$ cat src/rtl/mem_arb_pkg.sv
// Shared types and constants for the unified-memory arbiter.
package mem_arb_pkg;

  typedef enum logic [1:0] {
    IDLE    = 2'd0,
    BUSY_DM = 2'd1,
    BUSY_IF = 2'd2
  } arb_state_e;

  // Port indices into the per-port buffer arrays.
  localparam int PORT_IF  = 0;
  localparam int PORT_DM  = 1;
  localparam int NUM_PORTS = 2;

  localparam logic [31:0] TIMEOUT_FILL = 32'hDEAD_BEEF;

endpackage

$ cat src/rtl/mem_arb_port_buf.sv
// One requester's sticky ready flag and held read data.
module mem_arb_port_buf #(
  parameter int DATA_W = 32
) (
  input  logic              clk_i,
  input  logic              reset_i,
  input  logic              set_i,
  input  logic              clr_i,
  input  logic [DATA_W-1:0] rdata_i,
  output logic              ready_o,
  output logic [DATA_W-1:0] rdata_o
);

  logic              ready_q, ready_d;
  logic [DATA_W-1:0] rdata_q, rdata_d;

  // Set beats clear so a completion landing on a non-stall cycle is still seen once.
  always_comb begin
    ready_d = ready_q;
    rdata_d = rdata_q;
    if (clr_i) ready_d = 1'b0;
    if (set_i) begin
      ready_d = 1'b1;
      rdata_d = rdata_i;
    end
  end

  always_ff @(posedge clk_i) begin
    if (reset_i) begin
      ready_q <= 1'b0;
      rdata_q <= '0;
    end else begin
      ready_q <= ready_d;
      rdata_q <= rdata_d;
    end
  end

  assign ready_o = ready_q;
  assign rdata_o = rdata_q;

endmodule

$ cat src/rtl/mem_arbiter.sv
// Fetch/data arbiter for a single-ported unified memory with a global pipeline stall.
// Optional ack timeout enabled by defining MEM_ARBITER_TIMEOUT_EN.
module mem_arbiter
  import mem_arb_pkg::*;
#(
  parameter int          ADDR_W      = 32,
  parameter int          DATA_W      = 32,
  parameter int unsigned TIMEOUT_CYC = 255
) (
  input  logic              clk_i,
  input  logic              reset_i,
  input  logic              if_req_i,
  input  logic [ADDR_W-1:0] if_addr_i32,
  output logic [DATA_W-1:0] if_rdata_o32,
  output logic              if_ready_o,
  input  logic              dm_req_i,
  input  logic              dm_we_i,
  input  logic [ADDR_W-1:0] dm_addr_i32,
  input  logic [DATA_W-1:0] dm_wdata_i32,
  output logic [DATA_W-1:0] dm_rdata_o32,
  output logic              dm_ready_o,
  output logic              stall_o,
  output logic              mem_req_o,
  output logic              mem_we_o,
  output logic [ADDR_W-1:0] mem_addr_o32,
  output logic [DATA_W-1:0] mem_wdata_o32,
  input  logic [DATA_W-1:0] mem_rdata_i32,
  input  logic              mem_ack_i,
  output logic              err_o
);

  arb_state_e        state_q, state_d;
  logic              mem_req_q, mem_req_d;
  logic              mem_we_q, mem_we_d;
  logic [ADDR_W-1:0] addr_q, addr_d;
  logic [DATA_W-1:0] wdata_q, wdata_d;
  logic              done, tmo;
  logic [DATA_W-1:0] fill;

  logic [NUM_PORTS-1:0]             req, ready, buf_set;
  logic [NUM_PORTS-1:0][DATA_W-1:0] buf_rdata_in, buf_rdata_out;

  assign req[PORT_IF] = if_req_i;
  assign req[PORT_DM] = dm_req_i;
  assign stall_o      = |(req & ~ready);

  always_comb begin
    state_d   = state_q;
    mem_req_d = mem_req_q;
    mem_we_d  = mem_we_q;
    addr_d    = addr_q;
    wdata_d   = wdata_q;
    done      = 1'b0;
    case (state_q)
      IDLE: begin
        mem_req_d = 1'b0;
        mem_we_d  = 1'b0;
        // Data side belongs to the older instruction, so it goes first.
        if (dm_req_i && !ready[PORT_DM]) begin
          state_d   = BUSY_DM;
          mem_req_d = 1'b1;
          mem_we_d  = dm_we_i;
          addr_d    = dm_addr_i32;
          wdata_d   = dm_wdata_i32;
        end else if (if_req_i && !ready[PORT_IF]) begin
          state_d   = BUSY_IF;
          mem_req_d = 1'b1;
          addr_d    = if_addr_i32;
        end
      end
      BUSY_DM, BUSY_IF: begin
        if (mem_ack_i || tmo) begin
          state_d   = IDLE;
          mem_req_d = 1'b0;
          mem_we_d  = 1'b0;
          done      = 1'b1;
        end
      end
      default: state_d = IDLE;
    endcase
  end

  always_ff @(posedge clk_i) begin
    if (reset_i) begin
      state_q   <= IDLE;
      mem_req_q <= 1'b0;
      mem_we_q  <= 1'b0;
      addr_q    <= '0;
      wdata_q   <= '0;
    end else begin
      state_q   <= state_d;
      mem_req_q <= mem_req_d;
      mem_we_q  <= mem_we_d;
      addr_q    <= addr_d;
      wdata_q   <= wdata_d;
    end
  end

  assign mem_req_o     = mem_req_q;
  assign mem_we_o      = mem_we_q;
  assign mem_addr_o32  = addr_q;
  assign mem_wdata_o32 = wdata_q;

  assign fill = mem_ack_i ? mem_rdata_i32 : DATA_W'(TIMEOUT_FILL);

  assign buf_set[PORT_IF]      = done && (state_q == BUSY_IF);
  assign buf_set[PORT_DM]      = done && (state_q == BUSY_DM);
  assign buf_rdata_in[PORT_IF] = fill;
  // A completed store leaves the held load data untouched.
  assign buf_rdata_in[PORT_DM] = (mem_we_q && mem_ack_i) ? buf_rdata_out[PORT_DM] : fill;

  for (genvar p = 0; p < NUM_PORTS; p++) begin : g_port
    mem_arb_port_buf #(.DATA_W(DATA_W)) u_buf (
      .clk_i   (clk_i),
      .reset_i (reset_i),
      .set_i   (buf_set[p]),
      .clr_i   (~stall_o),
      .rdata_i (buf_rdata_in[p]),
      .ready_o (ready[p]),
      .rdata_o (buf_rdata_out[p])
    );
  end

  assign if_ready_o   = ready[PORT_IF];
  assign dm_ready_o   = ready[PORT_DM];
  assign if_rdata_o32 = buf_rdata_out[PORT_IF];
  assign dm_rdata_o32 = buf_rdata_out[PORT_DM];

`ifdef MEM_ARBITER_TIMEOUT_EN
  localparam int CNT_W = $clog2(TIMEOUT_CYC + 1);

  logic [CNT_W-1:0] cnt_q, cnt_d;
  logic             err_q, err_d;

  // Count runs from zero on the first busy cycle; IDLE holds it cleared.
  assign tmo   = (state_q != IDLE) && (cnt_q == CNT_W'(TIMEOUT_CYC - 1));
  assign cnt_d = (state_q == IDLE) ? '0 : cnt_q + CNT_W'(1);
  assign err_d = err_q | (tmo & ~mem_ack_i);

  always_ff @(posedge clk_i) begin
    if (reset_i) begin
      cnt_q <= '0;
      err_q <= 1'b0;
    end else begin
      cnt_q <= cnt_d;
      err_q <= err_d;
    end
  end

  assign err_o = err_q;
`else
  logic unused_tmo_cfg;
  assign unused_tmo_cfg = ^TIMEOUT_CYC;
  assign tmo            = 1'b0;
  assign err_o          = 1'b0;
`endif

endmodule
$ cat config.mk
export PLATFORM = sky130hd
export DESIGN_NAME = mem_arbiter
export DESIGN_NICKNAME = d
export VERILOG_FILES = /design/src/rtl/mem_arb_pkg.sv /design/src/rtl/mem_arb_port_buf.sv /design/src/rtl/mem_arbiter.sv
export SDC_FILE = /design/constraint.sdc
export NUM_CORES = 1
export LEC_CHECK = 0
export CELL_PAD_IN_SITES_DETAIL_PLACEMENT = 0
export CELL_PAD_IN_SITES_GLOBAL_PLACEMENT = 1
export CORE_MARGIN = 3
export CORE_UTILIZATION = 29
export DETAILED_ROUTE_END_ITERATION = 8
export GPL_TIMING_DRIVEN = 0
export PLACE_DENSITY = 0.76
export SYNTH_ARGS = -nofsm -noshare
export SYNTH_HDL_FRONTEND = slang
export SYNTH_HIERARCHICAL = 1
export SYNTH_SLANG_ARGS = --single-unit
export TNS_END_PERCENT = 20
$ cat constraint.sdc
create_clock -name clk_i -period 3.6 [get_ports clk_i]
set_input_delay 1.08 -clock clk_i [delete_from_list [all_inputs] [get_ports clk_i]]
set_output_delay 1.08 -clock clk_i [all_outputs]
set_load 0.005 [all_outputs]
==> run_results.csv <==
group,metric,value,unit
run_status,outcome,"finished clean",
synthesis,synthTopCellsByArea,"dfxtp_1 (44%), mux2i_1 (21%), nand2b_1 (6.3%)",
final_layout,drive_gt1_share,8.49,%
pwr,powerDensity,455,nW/um^2
cts,cts_setup_buffers,0,
min_path,worstHoldPathType,"flip-flop to flip-flop",
cts,htreeDepth,4,
cts,clkTransAtPathRegs,60,ps
sta,fin_worst_skew,9.53,ps
final_layout,final_util,47.6,%
synthesis,ys_types,35,
grt,grt_pass1_wl,29200,um
final_layout,nFillCells,1986,
sta,hold_violations,0,
placed_design,post-place-ws,-15.4,ps
detailed_routing,drt.antenna.violating_nets,0,
sta,rsz0062_at_grt,"false",
sta,fmaxAchievable,285,MHz
sta,slew_headroom,62.7,%
setup_path,startpoint,"if_req_i",
cts,clockBufferDepth,2,
setup_path,path_max_fanout,3,
synthesis,seq_area_frac_synth,44.0,%
setup_path,timing.rr.start,"state_q[0]$_SDFFE_PP0P_",
grt,grt_overflow_total,0,
grt,grt_use_total,16.5,%
floorplanning,rows,52,
setup_path,slowest_delay,540,ps
synthesis,yosys_warnings,6,
cts,ctsHoldBuffers,0,
floorplanning,dieWidth,151,um
floorplanning,io_pins,268,
cts,clk_latency,410,ps
pwr,irDropWorstVdd,0.301,mV
setup_path,criticalPathCategory,"input pin to output port",
cts,cts_tree,"done",
final_layout,final_area,9720,um^2
sta,period_needed,3510,ps
final_layout,layout_common_cells,"clkdlybuf4s50_1 (266), dfxtp_1 (134), mux2i_1 (128)",
synthesis,synth_seq_cells,134,
grt,grt_max_degree,17,
pwr,p_leak,3.56,nW
setup_path,cp_slowest_cell,"clkdlybuf4s50_1",
detailed_routing,drtIter0Drc,178,
grt,antenna_found_initial,0,
setup_path,cp_cell_sequence,"clkdlybuf4s50_1 -> nor2b_2 -> nor2_2 -> inv_1 -> clkdlybuf4s50_1",
synthesis,synth_edf_count,0,
min_path,hold_start,"mem_wdata_o32[19]$_SDFFE_PP0P_",
detailed_routing,wl,19200,um
final_layout,layout_commonest_cell,"clkdlybuf4s50_1",
pwr,finalPower,0.00442,W
detailed_routing,drt-wirelength-per-cell,15.8,um
floorplanning,die_area,22800,um^2
detailed_routing,via_per_inst,4.38,
placed_design,placed_cell_area,9100,um^2
setup_path,cp-end-kind,"output port",
sta,fin_crit_sh,97.5,%
placed_design,port_buffers,266,
detailed_routing,drtPass1Iterations,4,
floorplanning,core,20400,um^2
grt,grt_pass1_vias,5172,
final_layout,nNetsFinal,1066,
synthesis,synth_top_cell_area_share,44.0,%
cts,numCtsBuffers,17,
placed_design,globalplace.congestion,0.758,
final_layout,diodes,0,
detailed_routing,vias,5308,
sta,layout_setup_ws,90.0,ps
cts,cts.root.buffer_cell,"clkbuf_16",
synthesis,netlist_instances,644,
synthesis,synth_ff_type,"dfxtp_1",
setup_path,crit_path_frequent_cell,"clkdlybuf4s50_1",
setup_path,critPathRequiredTime,2520,ps
detailed_routing,drc,0,
sta,finalSetupViolations,0,
cts,cts_num_sinks,134,
floorplanning,initial_core_util,29.8,%
final_layout,area_growth,59.4,%
synthesis,postSynth.asyncResetShare,0,%
placed_design,dp_hpwl,14300,um
synthesis,synth.avg_cell_area,9.47,um^2
synthesis,syn-cell-area,6100,um^2
sta,hold_slack,451,ps
synthesis,synth_fp_nets,781,
setup_path,cp.arrival,2430,ps
synthesis,synth_top_area_cell,"dfxtp_1",
sta,drv_slew,0,
setup_path,startpoint_type,"input pin",
sta,tightest_slew,559,ps
floorplanning,die_h,151,um
flow_run,maxCapViolations,0,
## cell usage after synthesis, types with 2 or more instances
master	instances
nand2_1	90
nor2_1	68
a21oi_2	2
nor2b_1	10
buf_12	6
ha_1	3
buf_1	3
a21oi_1	35
mux2i_1	128
dfxtp_1	134
buf_6	7
buf_8	6
nand3b_1	2
o22ai_2	3
o22ai_1	29
clkbuf_1	10
inv_1	5
buf_4	6
and2_1	9
nand2b_1	61
buf_2	13
## routing by layer
metal	part of all wire (%)	wire (um)	global-route usage, %
met1	44	8460	21.0
met2	48	9250	27.1
met3	6.3	1200	5.30
met4	1.4	278	4.35
met5	0	0	0
## power breakdown
group / switching (W) / internal, W / total, W / leakage [nW]
combinational: 0.000383 / 0.000543 / 0.000926 / 2.17
sequential: 0.0000589 / 0.00160 / 0.00165 / 1.09
clock: 0.000725 / 0.00112 / 0.00184 / 0.294
## timing repair
action                     4_1_cts  5_1_grt
pin swaps                        0        0
cloned                           0        0
resized for setup                1        1
setup endpoints to repair        1        1
## worst max-delay path, delay by kind of cell
kind | cells | cell delay, ps
buf+inv | 3 | 1060
simple gates | 2 | 280
## final timing paths
path                                                            endpoint  slack (ps)  cells after the start
worst min register to register            mem_wdata_o32[19]$_SDFFE_PP0P_         450                      2
worst min-delay path                      mem_wdata_o32[19]$_SDFFE_PP0P_         450                      2
worst max-delay path                                             stall_o          90                      5
worst max register to register  g_port[1].u_buf/rdata_o[17]$_SDFFE_PP0P_        1880                      7
## flip-flops by register name, indices dropped and copies added (netlist names)
register	cells
g_port.u_buf/rdata_o	64
g_port.u_buf/ready_o	2
mem_addr_o32	32
mem_req_o	1
mem_wdata_o32	32
mem_we_o	1
state_q	2
## layout make-up
class,count,area (um^2),area share (%)
Multi-Input combinational cell,453,2950,30.3
Tap cell,270,338,3.47
Timing Repair Buffer,266,2660,27.4
Clock inverter,14,190,1.96
Sequential cell,134,2680,27.6
Inverter,5,18.8,0.193
Buffer,52,455,4.68
Clock buffer,18,429,4.41
## cell families (layout without fill, tap and decap cells)
| kind of cell | Yosys count | in the layout | synth area share [%] |
|---|---|---|---|
| buffers and inverters | 57 | 355 | 7.78 |
| multiplexers | 128 | 128 | 21.0 |
| AND/OR/NAND/NOR | 247 | 247 | 19.0 |
| AO/OA/AOI/OAI | 74 | 74 | 7.53 |
| flip-flops | 134 | 134 | 44.0 |
| adder cells (fa/ha/maj) | 3 | 3 | 0.616 |
| other | 1 | 1 | 0.0615 |
## stage by stage
stage          setup TNS [ps]  cells
2_1_floorplan               0    644
3_3_place_gp                0   1180
3_5_place_dp            -15.4   1180
4_1_cts                     0   1212
5_1_grt                     0   1212
6_report                    0   1212
(Power assumes the default switching activity.)
